[config.mk]
export PLATFORM = sky130hd
export DESIGN_NAME = ysyx_24100012_mem_arb
export DESIGN_NICKNAME = d
export VERILOG_FILES = /design/src/rtl/ysyx_24100012_mem_arb.sv
export SDC_FILE = /design/constraint.sdc
export NUM_CORES = 1
export LEC_CHECK = 0
export ABC_AREA = 1
export BUFFER_PORTS_ARGS = -buffer_cell sky130_fd_sc_hd__buf_4
export CAP_MARGIN = 40
export CORE_AREA = 2 2 140 142
export DETAILED_ROUTE_END_ITERATION = 12
export DIE_AREA = 0 0 142 144
export PLACE_DENSITY = 0.75
export SYNTH_ARGS = -nofsm -noshare
export SYNTH_HDL_FRONTEND = slang
export SYNTH_SLANG_ARGS = --single-unit
export TNS_END_PERCENT = 10
[constraint.sdc]
create_clock -name clk -period 2.4 [get_ports clk]
set_clock_uncertainty 0.2 [all_clocks]
set_input_delay 0 -clock clk [delete_from_list [all_inputs] [get_ports clk]]
set_output_delay 0 -clock clk [all_outputs]
set_load 0.03 [all_outputs]
[src/rtl/ysyx_24100012_mem_arb.sv]
// Shared memory-port sequencer: round-robin IFU/LSU arbitration,
// fixed access latency, one read or write strobe per transaction.
module ysyx_24100012_mem_arb #(
  parameter int ADDR_WIDTH = 32,
  parameter int DATA_WIDTH = 32,
  parameter int LAT        = 2
) (
  input  logic                  clk,
  input  logic                  rst,
  input  logic                  ifu_req_valid,
  output logic                  ifu_req_ready,
  input  logic [ADDR_WIDTH-1:0] ifu_addr,
  output logic                  ifu_rsp_valid,
  output logic [DATA_WIDTH-1:0] ifu_rsp_data,
  input  logic                  ifu_rsp_ready,
  input  logic                  lsu_req_valid,
  output logic                  lsu_req_ready,
  input  logic                  lsu_wen,
  input  logic [ADDR_WIDTH-1:0] lsu_addr,
  input  logic [DATA_WIDTH-1:0] lsu_wdata,
  input  logic [DATA_WIDTH-1:0] lsu_len,
  output logic                  lsu_rsp_valid,
  output logic [DATA_WIDTH-1:0] lsu_rsp_data,
  input  logic                  lsu_rsp_ready,
  output logic                  ram_wen,
  output logic                  ram_ren,
  output logic [DATA_WIDTH-1:0] ram_length,
  output logic [ADDR_WIDTH-1:0] ram_inaddr,
  output logic [DATA_WIDTH-1:0] ram_din,
  output logic [ADDR_WIDTH-1:0] ram_outaddr,
  input  logic [DATA_WIDTH-1:0] ram_dout
);

  localparam int CW = $clog2(LAT) + 1;
  localparam logic IFU = 1'b0;
  localparam logic LSU = 1'b1;

  typedef enum logic [1:0] {
    IDLE,
    WAIT,
    ACCESS,
    RESP
  } state_t;

  state_t                state_q, state_d;
  logic [CW-1:0]         cnt_q, cnt_d;
  logic                  owner_q, owner_d;
  logic                  last_q, last_d;
  logic [ADDR_WIDTH-1:0] addr_q, addr_d;
  logic [DATA_WIDTH-1:0] wdata_q, wdata_d;
  logic                  wen_q, wen_d;
  logic [DATA_WIDTH-1:0] len_q, len_d;
  logic                  ifu_v_q, ifu_v_d;
  logic [DATA_WIDTH-1:0] ifu_dat_q, ifu_dat_d;
  logic                  lsu_v_q, lsu_v_d;
  logic [DATA_WIDTH-1:0] lsu_dat_q, lsu_dat_d;

  logic gnt_ifu, gnt_lsu, idle, rsp_ack;
  logic [DATA_WIDTH-1:0] rd_val;

  // On a tie the requester that did not win last time goes first.
  assign gnt_ifu = ifu_req_valid &&
                   (!lsu_req_valid || last_q == LSU);
  assign gnt_lsu = lsu_req_valid &&
                   (!ifu_req_valid || last_q == IFU);
  assign idle    = state_q == IDLE;
  assign rsp_ack = (owner_q == LSU) ? lsu_rsp_ready
                                    : ifu_rsp_ready;
  assign rd_val  = wen_q ? '0 : ram_dout;

  assign ifu_req_ready = !rst && idle && gnt_ifu;
  assign lsu_req_ready = !rst && idle && gnt_lsu;

  assign ram_ren     = !rst && state_q == ACCESS && !wen_q;
  assign ram_wen     = !rst && state_q == ACCESS && wen_q;
  assign ram_inaddr  = addr_q;
  assign ram_outaddr = addr_q;
  assign ram_din     = wdata_q;
  assign ram_length  = len_q;

  assign ifu_rsp_valid = ifu_v_q;
  assign ifu_rsp_data  = ifu_dat_q;
  assign lsu_rsp_valid = lsu_v_q;
  assign lsu_rsp_data  = lsu_dat_q;

  always_comb begin
    state_d   = state_q;
    cnt_d     = cnt_q;
    owner_d   = owner_q;
    last_d    = last_q;
    addr_d    = addr_q;
    wdata_d   = wdata_q;
    wen_d     = wen_q;
    len_d     = len_q;
    ifu_v_d   = ifu_v_q;
    ifu_dat_d = ifu_dat_q;
    lsu_v_d   = lsu_v_q;
    lsu_dat_d = lsu_dat_q;
    unique case (state_q)
      IDLE: begin
        if (gnt_ifu || gnt_lsu) begin
          owner_d = gnt_lsu;
          last_d  = gnt_lsu;
          addr_d  = gnt_lsu ? lsu_addr : ifu_addr;
          wdata_d = gnt_lsu ? lsu_wdata : '0;
          wen_d   = gnt_lsu && lsu_wen;
          len_d   = gnt_lsu ? lsu_len : DATA_WIDTH'(4);
          cnt_d   = CW'(LAT - 1);
          state_d = WAIT;
        end
      end
      WAIT: begin
        if (cnt_q == '0) state_d = ACCESS;
        else cnt_d = cnt_q - CW'(1);
      end
      ACCESS: begin
        if (owner_q == LSU) begin
          lsu_v_d   = 1'b1;
          lsu_dat_d = rd_val;
        end else begin
          ifu_v_d   = 1'b1;
          ifu_dat_d = rd_val;
        end
        state_d = RESP;
      end
      RESP: begin
        if (rsp_ack) begin
          ifu_v_d = 1'b0;
          lsu_v_d = 1'b0;
          state_d = IDLE;
        end
      end
      default: state_d = IDLE;
    endcase
  end

  always_ff @(posedge clk) begin
    if (rst) begin
      state_q   <= IDLE;
      cnt_q     <= '0;
      owner_q   <= IFU;
      last_q    <= IFU;
      addr_q    <= '0;
      wdata_q   <= '0;
      wen_q     <= 1'b0;
      len_q     <= '0;
      ifu_v_q   <= 1'b0;
      ifu_dat_q <= '0;
      lsu_v_q   <= 1'b0;
      lsu_dat_q <= '0;
    end else begin
      state_q   <= state_d;
      cnt_q     <= cnt_d;
      owner_q   <= owner_d;
      last_q    <= last_d;
      addr_q    <= addr_d;
      wdata_q   <= wdata_d;
      wen_q     <= wen_d;
      len_q     <= len_d;
      ifu_v_q   <= ifu_v_d;
      ifu_dat_q <= ifu_dat_d;
      lsu_v_q   <= lsu_v_d;
      lsu_dat_q <= lsu_dat_d;
    end
  end

endmodule

After elaboration in Yosys (flattened, before gate mapping)
Cells that the tools add are included.
{ "word_totals": {"register_bits": 168, "input_bits": 167, "output_inout_bits": 198} }
{ "op_classes": {"n_addsub": 1, "n_eq_ne": 9, "mux": 16, "n_bitwise": 1, "n_reduce_logical": 27} }
{ "op_table": {"columns": ["cell", "n"], "rows": [
  ["$mux 32", 4],
  ["$reduce_and 3->1", 4],
  ["$ne 2x2->1 const B", 5],
  ["$logic_and 1x1->1", 9],
  ["$mux 2", 4],
  ["$pmux 2 s4", 1],
  ["$reduce_and 2->1", 3],
  ["$eq 2x2->1 const B", 2],
  ["$logic_not 1->1", 4],
  ["$logic_not 2->1", 2],
  ["$mux 1", 4],
  ["$pmux 1 s2", 2],
  ["$pmux 2 s2", 1],
  ["$reduce_bool 2->1", 2],
  ["$logic_or 1x1->1", 3],
  ["$eq 2x1->1 const B", 1],
  ["$ne 2x1->1 const B", 1],
  ["$sub 2x1->2 const B", 1],
  ["$not 1->1", 1]
]} }

Depth between registers and ports, before layout
Gate-level depths: netlist (run 1).
{ "logic_depth": {"ltp_word": 6, "mapped_depth": 8, "depth_no_buf": 8} }

Least setup slack after synthesis (run 1)
OpenSTA, ideal clock, no wires.
{ "synth_timing": {"path_type": "flip-flop to output port", "start": "register state_q[0]", "end": "output port ifu_req_ready", "arrival_ns": 1.475, "slack_ns": 0.725, "path_stages_with_launch": 5, "n_path_buf": 0, "cell_sequence": "dfxtp_1 > inv_1 > ha_1 > inv_1 > nor3_1"} }
{ "synth_between": {"elab_chain_cells": 3} }
{ "synth_lines": {"columns": ["item", "line_no", "rtl"], "rows": [
  ["start, declared", "45", "state_t state_q, state_d;"],
  ["start signal, assigned", "152", "state_q <= state_d;"],
  ["$logic_not 2->1", "66", "assign idle = state_q == IDLE;"],
  ["$logic_and 1x1->1 (2 in a row)", "71", "assign ifu_req_ready = !rst && idle && gnt_ifu;"],
  ["end, declared", "11", "output logic ifu_req_ready,"]
]} }
No other way between the ends.

Final worst setup path (run 1)
{ "layout_timing": {"start": "register state_q[0]", "end": "register wdata_q[1], in the netlist ram_din[1]"} }
{ "layout_between": {"elab_chain_cells": 2} }
{ "layout_lines": {"columns": ["item", "line_no", "rtl"], "rows": [
  ["$logic_not 2->1", "99", "unique case (state_q)"],
  ["$reduce_and 2->1 (no line)", null, null],
  ["end signal, assigned", "157", "wdata_q <= wdata_d;"],
  ["end, declared", "50", "logic [DATA_WIDTH-1:0] wdata_q, wdata_d;"]
]} }
No other way between the ends.
A chain may end at the register's enable or synchronous reset.

==> reports/metrics.cfg, run 1 <==
[sta]
rsz0062_at_grt = no
tns_ns = 0
hold_viol_final = 0
slew_violations = 0
setup_viol = 0
relSlewSlack = 0.596
min_period_ns = 2.27
layout_worst_path_cycle_share = 0.945
holdWs_ns = 0.121
worst_pin_slew_ns = 0.606
clock.fmax_ghz = 0.441

[clock_network]
h-tree-depth = 4
cts.sinks = 168
cts_tree = yes
cts-root-buf = clkbuf_16
clk_latency_ns = 0.41
path_clk_slew_ns = 0.07
clock_path_buffers = 2
cts_buffers = 17
post_cts_buffers = 0

[routing]
drtPass1Iterations = 5
vias = 7980
drcViolationCount = 0
first_iter_violations = 305
routed_via_density = 4.85
routed_wl_um = 25500
drt-wirelength-per-cell_um = 15.5
drtAntennaViolNets = 0

[power_and_ir_drop]
power.share.combinational = 0.461
p_int_mw = 7.05
leakagePower_nw = 5.98
netSwitchingFraction = 0.423
peakVddDrop_uv = 558
p_clk_frac = 0.220
power_density_nw_per_um2 = 1030
pwr-share-seq = 0.319
total_power_mw = 12.2
power_switching_mw = 5.18

[global_route]
antenna_found_initial = 0
grtUsageMet3 = 0.0709
grt_max_degree = 66
grt-busiest-layer = met2
overflow = 0
gr-usage-all-layers = 0.233
met2_usage = 0.401
grt_pass1_vias = 7641
use_met1 = 0.259
grt_pass1_wl_um = 38100

[logic_synthesis]
syn_nets = 1079
yosys.area_share.xor_xnor = 0
ys_types = 24
synth-simple-area-share = 0.284
synth_seq_cells = 168
synth_edf_count = 0
syn_inst = 906
yosysWarningCount = 0
synthArstFlopShare = 0
synth_fa_ha_area_frac = 0.0110
synth_top_family_by_area = simple AND/OR/NAND/NOR gates
synth_mux_area_frac = 0
syn_area_um2 = 6840
ys_dominant_reg_cell = dfxtp_1
avgSynthCellArea_um2 = 7.55
synth-compound-area-share = 0.113
ys_seq_area_frac = 0.492

[worst_setup_path]
crit_top_cell = nand2_1
reg2reg_slack_ns = 0.13
cpLargestDelayFamily = buffers and inverters
max_stage_delay_ns = 0.54
cp.arrival_ns = 2.43
cp_cell_sequence = inv_1 -> ha_2 -> nand4_2 -> inv_2 -> buf_12 -> nand2_1 -> nand2_1 -> dlygate4sd3_1
required_ns = 2.56
worstSetupEndpointType = flop
critPathMaxFanout = 65
cp_slowest_cell = dlygate4sd3_1
worst-path-buf-inv = 4
critPathLaunchType = flop
crit_type = reg2reg

[floorplanning]
dieArea_um2 = 20400
fp.dieH_um = 144
rows = 51
core_area_um2 = 19100
die_w_um = 142
start_util = 0.359
ios = 365

[placed_design]
gp_congestion = 0.794
post-dp-hpwl_um = 15300
place_inst = 1424
portBuffers = 364

[layout]
fillers = 1550
final_cells = 1644
regArea_um2 = 3360
final_util = 0.623
multiInputGateArea_um2 = 2800
final_cell_mix = buf_4 (371), nand2_1 (244), dlygate4sd3_1 (187), dfxtp_1 (168), nor2_1 (98)
final_common_cell = buf_4
drive_above_1_share = 0.307
area_delta_synth_final_pct = 73.8
final_nets = 1565

[hold_path]
hold_path_class = in2reg

[outcome]
status = finished, final reports clean

[run]
drv_cap = 0

## area by class of cell
class,count,area share
tap,238,0.0251
antenna,1,0.000211
inverter,26,0.00842
clock buffer,21,0.0387
sequential,168,0.283
timing repair buffer,563,0.399
clock inverter,11,0.00947
multi-input combinational,616,0.236
## worst register-to-register path: stages, from the launching register on
cell	delay [ns]
dfxtp_1	0.34
inv_1	0.12
ha_2	0.25
nand4_2	0.13
inv_2	0.10
buf_12	0.24
nand2_1	0.20
nand2_1	0.10
dlygate4sd3_1	0.55
## worst paths after layout
| path | cells after the start | end | startpoint |
|---|---|---|---|
| setup / recovery | 8 | ram_din[1] | state_q[0] |
| hold / removal | 4 | ram_din[2] | lsu_wdata[2] |
| setup reg to reg | 8 | ram_din[1] | state_q[0] |
| hold reg to reg | 2 | ram_length[13] | ram_length[13] |
## synthesized netlist by cell type, types with 7 or more instances
library cell,instances,area [µm²]
a21oi_1,59,295
buf_2,28,140
buf_4,42,315
clkbuf_1,15,56.3
dfxtp_1,168,3360
inv_1,19,71.3
inv_2,7,26.3
nand2_1,244,916
nand3_1,88,440
nand3_2,11,110
nor2_1,98,368
o21ai_0,72,360
o21ai_1,21,105
## what timing repair did
action / in CTS / in global routing
hold buffers: 187 / 0
setup endpoints to repair: 0 / 33
endpoints found under the hold margin: 168 / 0
resized for setup: 0 / 3
## metrics by stage
step	cell area, µm²	worst slack (ns)
after floorplan	6840	0.725
after global placement	9430	0.553
after detailed placement	9430	0.435
after CTS	11900	0.00916
after global routing	11900	0.0237
final	11900	0.133
## routing by layer
metal / wire (µm) / up-vias
met5: 0 / -
met4: 1250 / 0
met3: 1760 / 89
met2: 12500 / 338
met1: 10000 / 3679
li1: - / 3874
## cell families after synthesis
kind of cell             after synthesis
AND/OR/NAND/NOR                      456
flip-flops                           168
adder cells (fa/ha/maj)                6
buffers and inverters                122
AO/OA/AOI/OAI                        154
## sequential cells by signal, summed over array words and instances, names as in the netlist
register	flops
cnt_q	2
ifu_rsp_data	32
ifu_rsp_valid	1
last_q	1
lsu_rsp_data	32
lsu_rsp_valid	1
ram_din	32
ram_inaddr	32
ram_length	32
state_q	2
wen_q	1
## power groups by stage
stage / registers, mW / clock network, mW / logic (mW)
global route: 3.97 / 2.89 / 6.03
detailed placement: 3.93 / 0 / 5.20
floorplan: 5.06 / 0 / 2.40
finish: 3.90 / 2.69 / 5.64
CTS: 3.88 / 2.75 / 5.57
global placement: 3.91 / 0 / 5.14
Power figures use the tool's default switching activity.
==> inputs of run 2 (changes only) <==
Settings changed: BUFFER_PORTS_ARGS -buffer_cell sky130_fd_sc_hd__buf_4 to default, CORE_AREA 2 2 140 142 to 2 2 141 143, DIE_AREA 0 0 142 144 to 0 0 143 145, DONT_BUFFER_PORTS from default to 1, PLACE_DENSITY 0.75 to 0.58, RECOVER_POWER from default to 50.
==> run 2 against run 1 <==
  * The run now fails in 4_1_cts
  * Synthesized cell count is the same
  * Synthesized area is the same
==> reports/metrics.cfg, run 2 <==
[logic_synthesis]
ys_seq_area_frac = 0.492
yosysWarningCount = 0
synth_seq_cells = 168
avgSynthCellArea_um2 = 7.55
ys_dominant_reg_cell = dfxtp_1
synth_commonest_cells = nand2_1 (244), dfxtp_1 (168), nor2_1 (98)
synth_most_common_cell = nand2_1
synth_edf_count = 0
ys_types = 24
syn_nets = 1079
yosys-top-cells-area = dfxtp_1 (49%), nand2_1 (13%), nand3_1 (6.4%)
yosys.area.top_type = dfxtp_1
yosysTopAreaCellShare = 0.492
synthArstFlopShare = 0
syn_inst = 906
syn_area_um2 = 6840

[clock_network]
cts-root-buf = clkbuf_16
clock_path_buffers = 2
post_cts_buffers = 0
cts_buffers = 17
cts_resized = 0
h-tree-depth = 4
postCtsHoldBufs = 229
cts.sinks = 168

[placed_design]
post-dp-hpwl_um = 13700
gp_congestion = 0.789
portBuffers = 0
place_area_um2 = 6880
place_ws_ns = 0.456

[floorplanning]
die_w_um = 143
fp.dieH_um = 145
ios = 365
start_util = 0.356
rows = 51

[outcome]
stop_stage = 4_1_cts
status = did not finish
error = [ERROR RSZ-0060] Max buffer count reached.

==> run 2: cell counts after synthesis <==
Identical to the previous run, type by type.
==> run 2: kinds of logic after synthesis <==
kind of cell               share of synthesized area
adders and majority gates                     0.0110
DFF                                            0.492
AOI/OAI and AO/OA                              0.113
and+or+nand+nor                                0.284
buffers and inverters                          0.101
==> run 2: stage by stage <==
| step | hold WS (ns) | cells |
|---|---|---|
| 3_5_place_dp | -0.119 | 1107 |
| 3_3_place_gp | -0.121 | 1107 |
| 2_1_floorplan | -0.0896 | 906 |
==> inputs of run 3 (changes only) <==
Settings changed: CORE_AREA 2 2 141 143 to 2 2 142 144, DIE_AREA 0 0 143 145 to 0 0 144 146, PLACE_DENSITY 0.58 to default, PLACE_DENSITY_LB_ADDON from default to 0.15.
==> run 3 against run 2 <==
  * The flow now finishes without violations
==> reports/metrics.cfg, run 3 (synthesized netlist as in run 1, its figures left out) <==
[global_route]
use_met1 = 0.214
antenna_found_initial = 0
overflow = 0
grt_pass1_vias = 6188
grtUsageMet3 = 0.0698
grt_pass1_wl_um = 32800
gr-usage-all-layers = 0.200
grt-busiest-layer = met2
met2_usage = 0.352
grt_max_degree = 72

[clock_network]
clock_path_buffers = 2
cts-root-buf = clkbuf_16
clk_latency_ns = 0.43
cts.sinks = 168
h-tree-depth = 4
cts_tree = yes
path_clk_slew_ns = 0.08
cts_buffers = 17

[layout]
fin_area_um2 = 9200
area_delta_synth_final_pct = 34.5
drive_above_1_share = 0.0688
final_util = 0.476
final_cell_mix = nand2_1 (244), dlygate4sd3_1 (174), dfxtp_1 (168), nor2_1 (98), nand3_1 (88)
diodes = 0
final_common_cell = nand2_1
fillers = 1934
final_nets = 1206

[worst_setup_path]
cp_cell_sequence = inv_1 -> ha_1 -> nand2_2 -> inv_2 -> buf_12 -> nand2_1 -> a21oi_1 -> dlygate4sd3_1
worst-path-buf-inv = 4
cp.arrival_ns = 2.34
cp_slowest_cell = dlygate4sd3_1
worstSetupEndpointType = flop
reg2reg_slack_ns = 0.18
critPathLaunchType = flop
cpLargestDelayFamily = buffers and inverters
required_ns = 2.52
max_stage_delay_ns = 0.57
crit_type = reg2reg
critPathMaxFanout = 57

[power_and_ir_drop]
power_density_nw_per_um2 = 1180
total_power_mw = 10.8
peakVddDrop_uv = 683
leakagePower_nw = 4.11

[routing]
drcViolationCount = 0
drt-wirelength-per-cell_um = 16.8
drtPass1Iterations = 4
routed_wl_um = 22000
routed_via_density = 4.83
vias = 6337
drtAntennaViolNets = 0
first_iter_violations = 333

[run]
drv_cap = 0

[sta]
holdWs_ns = 0.00784
setup_viol = 0
rsz0062_at_grt = no
worst_pin_slew_ns = 0.866
tns_ns = 0
slew_violations = 0
clock.fmax_ghz = 0.450
layout_worst_path_cycle_share = 0.926
hold_viol_final = 0
relSlewSlack = 0.425
min_period_ns = 2.22

[placed_design]
portBuffers = 0
place_area_um2 = 6860
gp_congestion = 0.717
post-dp-hpwl_um = 13800

[floorplanning]
die_w_um = 144
start_util = 0.354
ios = 365
dieArea_um2 = 21000
fp.dieH_um = 146
core_area_um2 = 19300
rows = 51

[outcome]
status = finished, final reports clean

[hold_path]
hold_path_class = in2out

-- run 3: worst reg2reg max path: cells and delay by family (launching register included) --
| family | cells | cell delay, ns |
|---|---|---|
| and+or+nand+nor | 2 | 0.30 |
| AOI/OAI and AO/OA | 1 | 0.05 |
| buffers and inverters | 4 | 0.93 |
| DFF | 1 | 0.38 |
| adders and majority gates | 1 | 0.25 |
-- run 3: final timing paths --
check,start,end,cells past startpoint
worst min-delay path,rst,ifu_req_ready,2
worst max-delay path,state_q[0],lsu_rsp_data[5],8
worst max register to register,state_q[0],lsu_rsp_data[5],8
worst min register to register,cnt_q[1],cnt_q[1],2
-- run 3: area by class of cell --
type	instances	area [µm²]	area share
clock inverter	15	170	0.0185
tap	265	332	0.0360
timing repair buffer	204	2010	0.219
multi-input combinational	616	2790	0.304
sequential	168	3360	0.366
clock buffer	17	425	0.0462
inverter	26	105	0.0114
-- run 3: routing by layer --
metal | share of wire | up-vias
met5 | 0 | -
met4 | 0.031 | 0
met3 | 0.080 | 38
met2 | 0.49 | 246
met1 | 0.39 | 2883
li1 | - | 3170
-- run 3: metrics by stage --
stage	setup WS (ns)	instances
CTS	0.0316	1310
global placement	0.546	1103
detailed placement	0.554	1103
finish	0.178	1311
global route	0.0371	1311
floorplan	0.725	906
-- run 3: repair_timing --
item                                   4_1_cts  5_1_grt
gates resized for setup                      0        5
hold buffers                               175        0
buffers inserted                             0        0
setup endpoints to repair                    0        3
endpoints found under the hold margin      168        0
-- run 3: power breakdown --
group / total (mW) / switching (mW) / internal [mW]
clock: 2.73 / 1.33 / 1.40
combinational: 2.89 / 1.93 / 0.957
sequential: 5.20 / 1.76 / 3.45
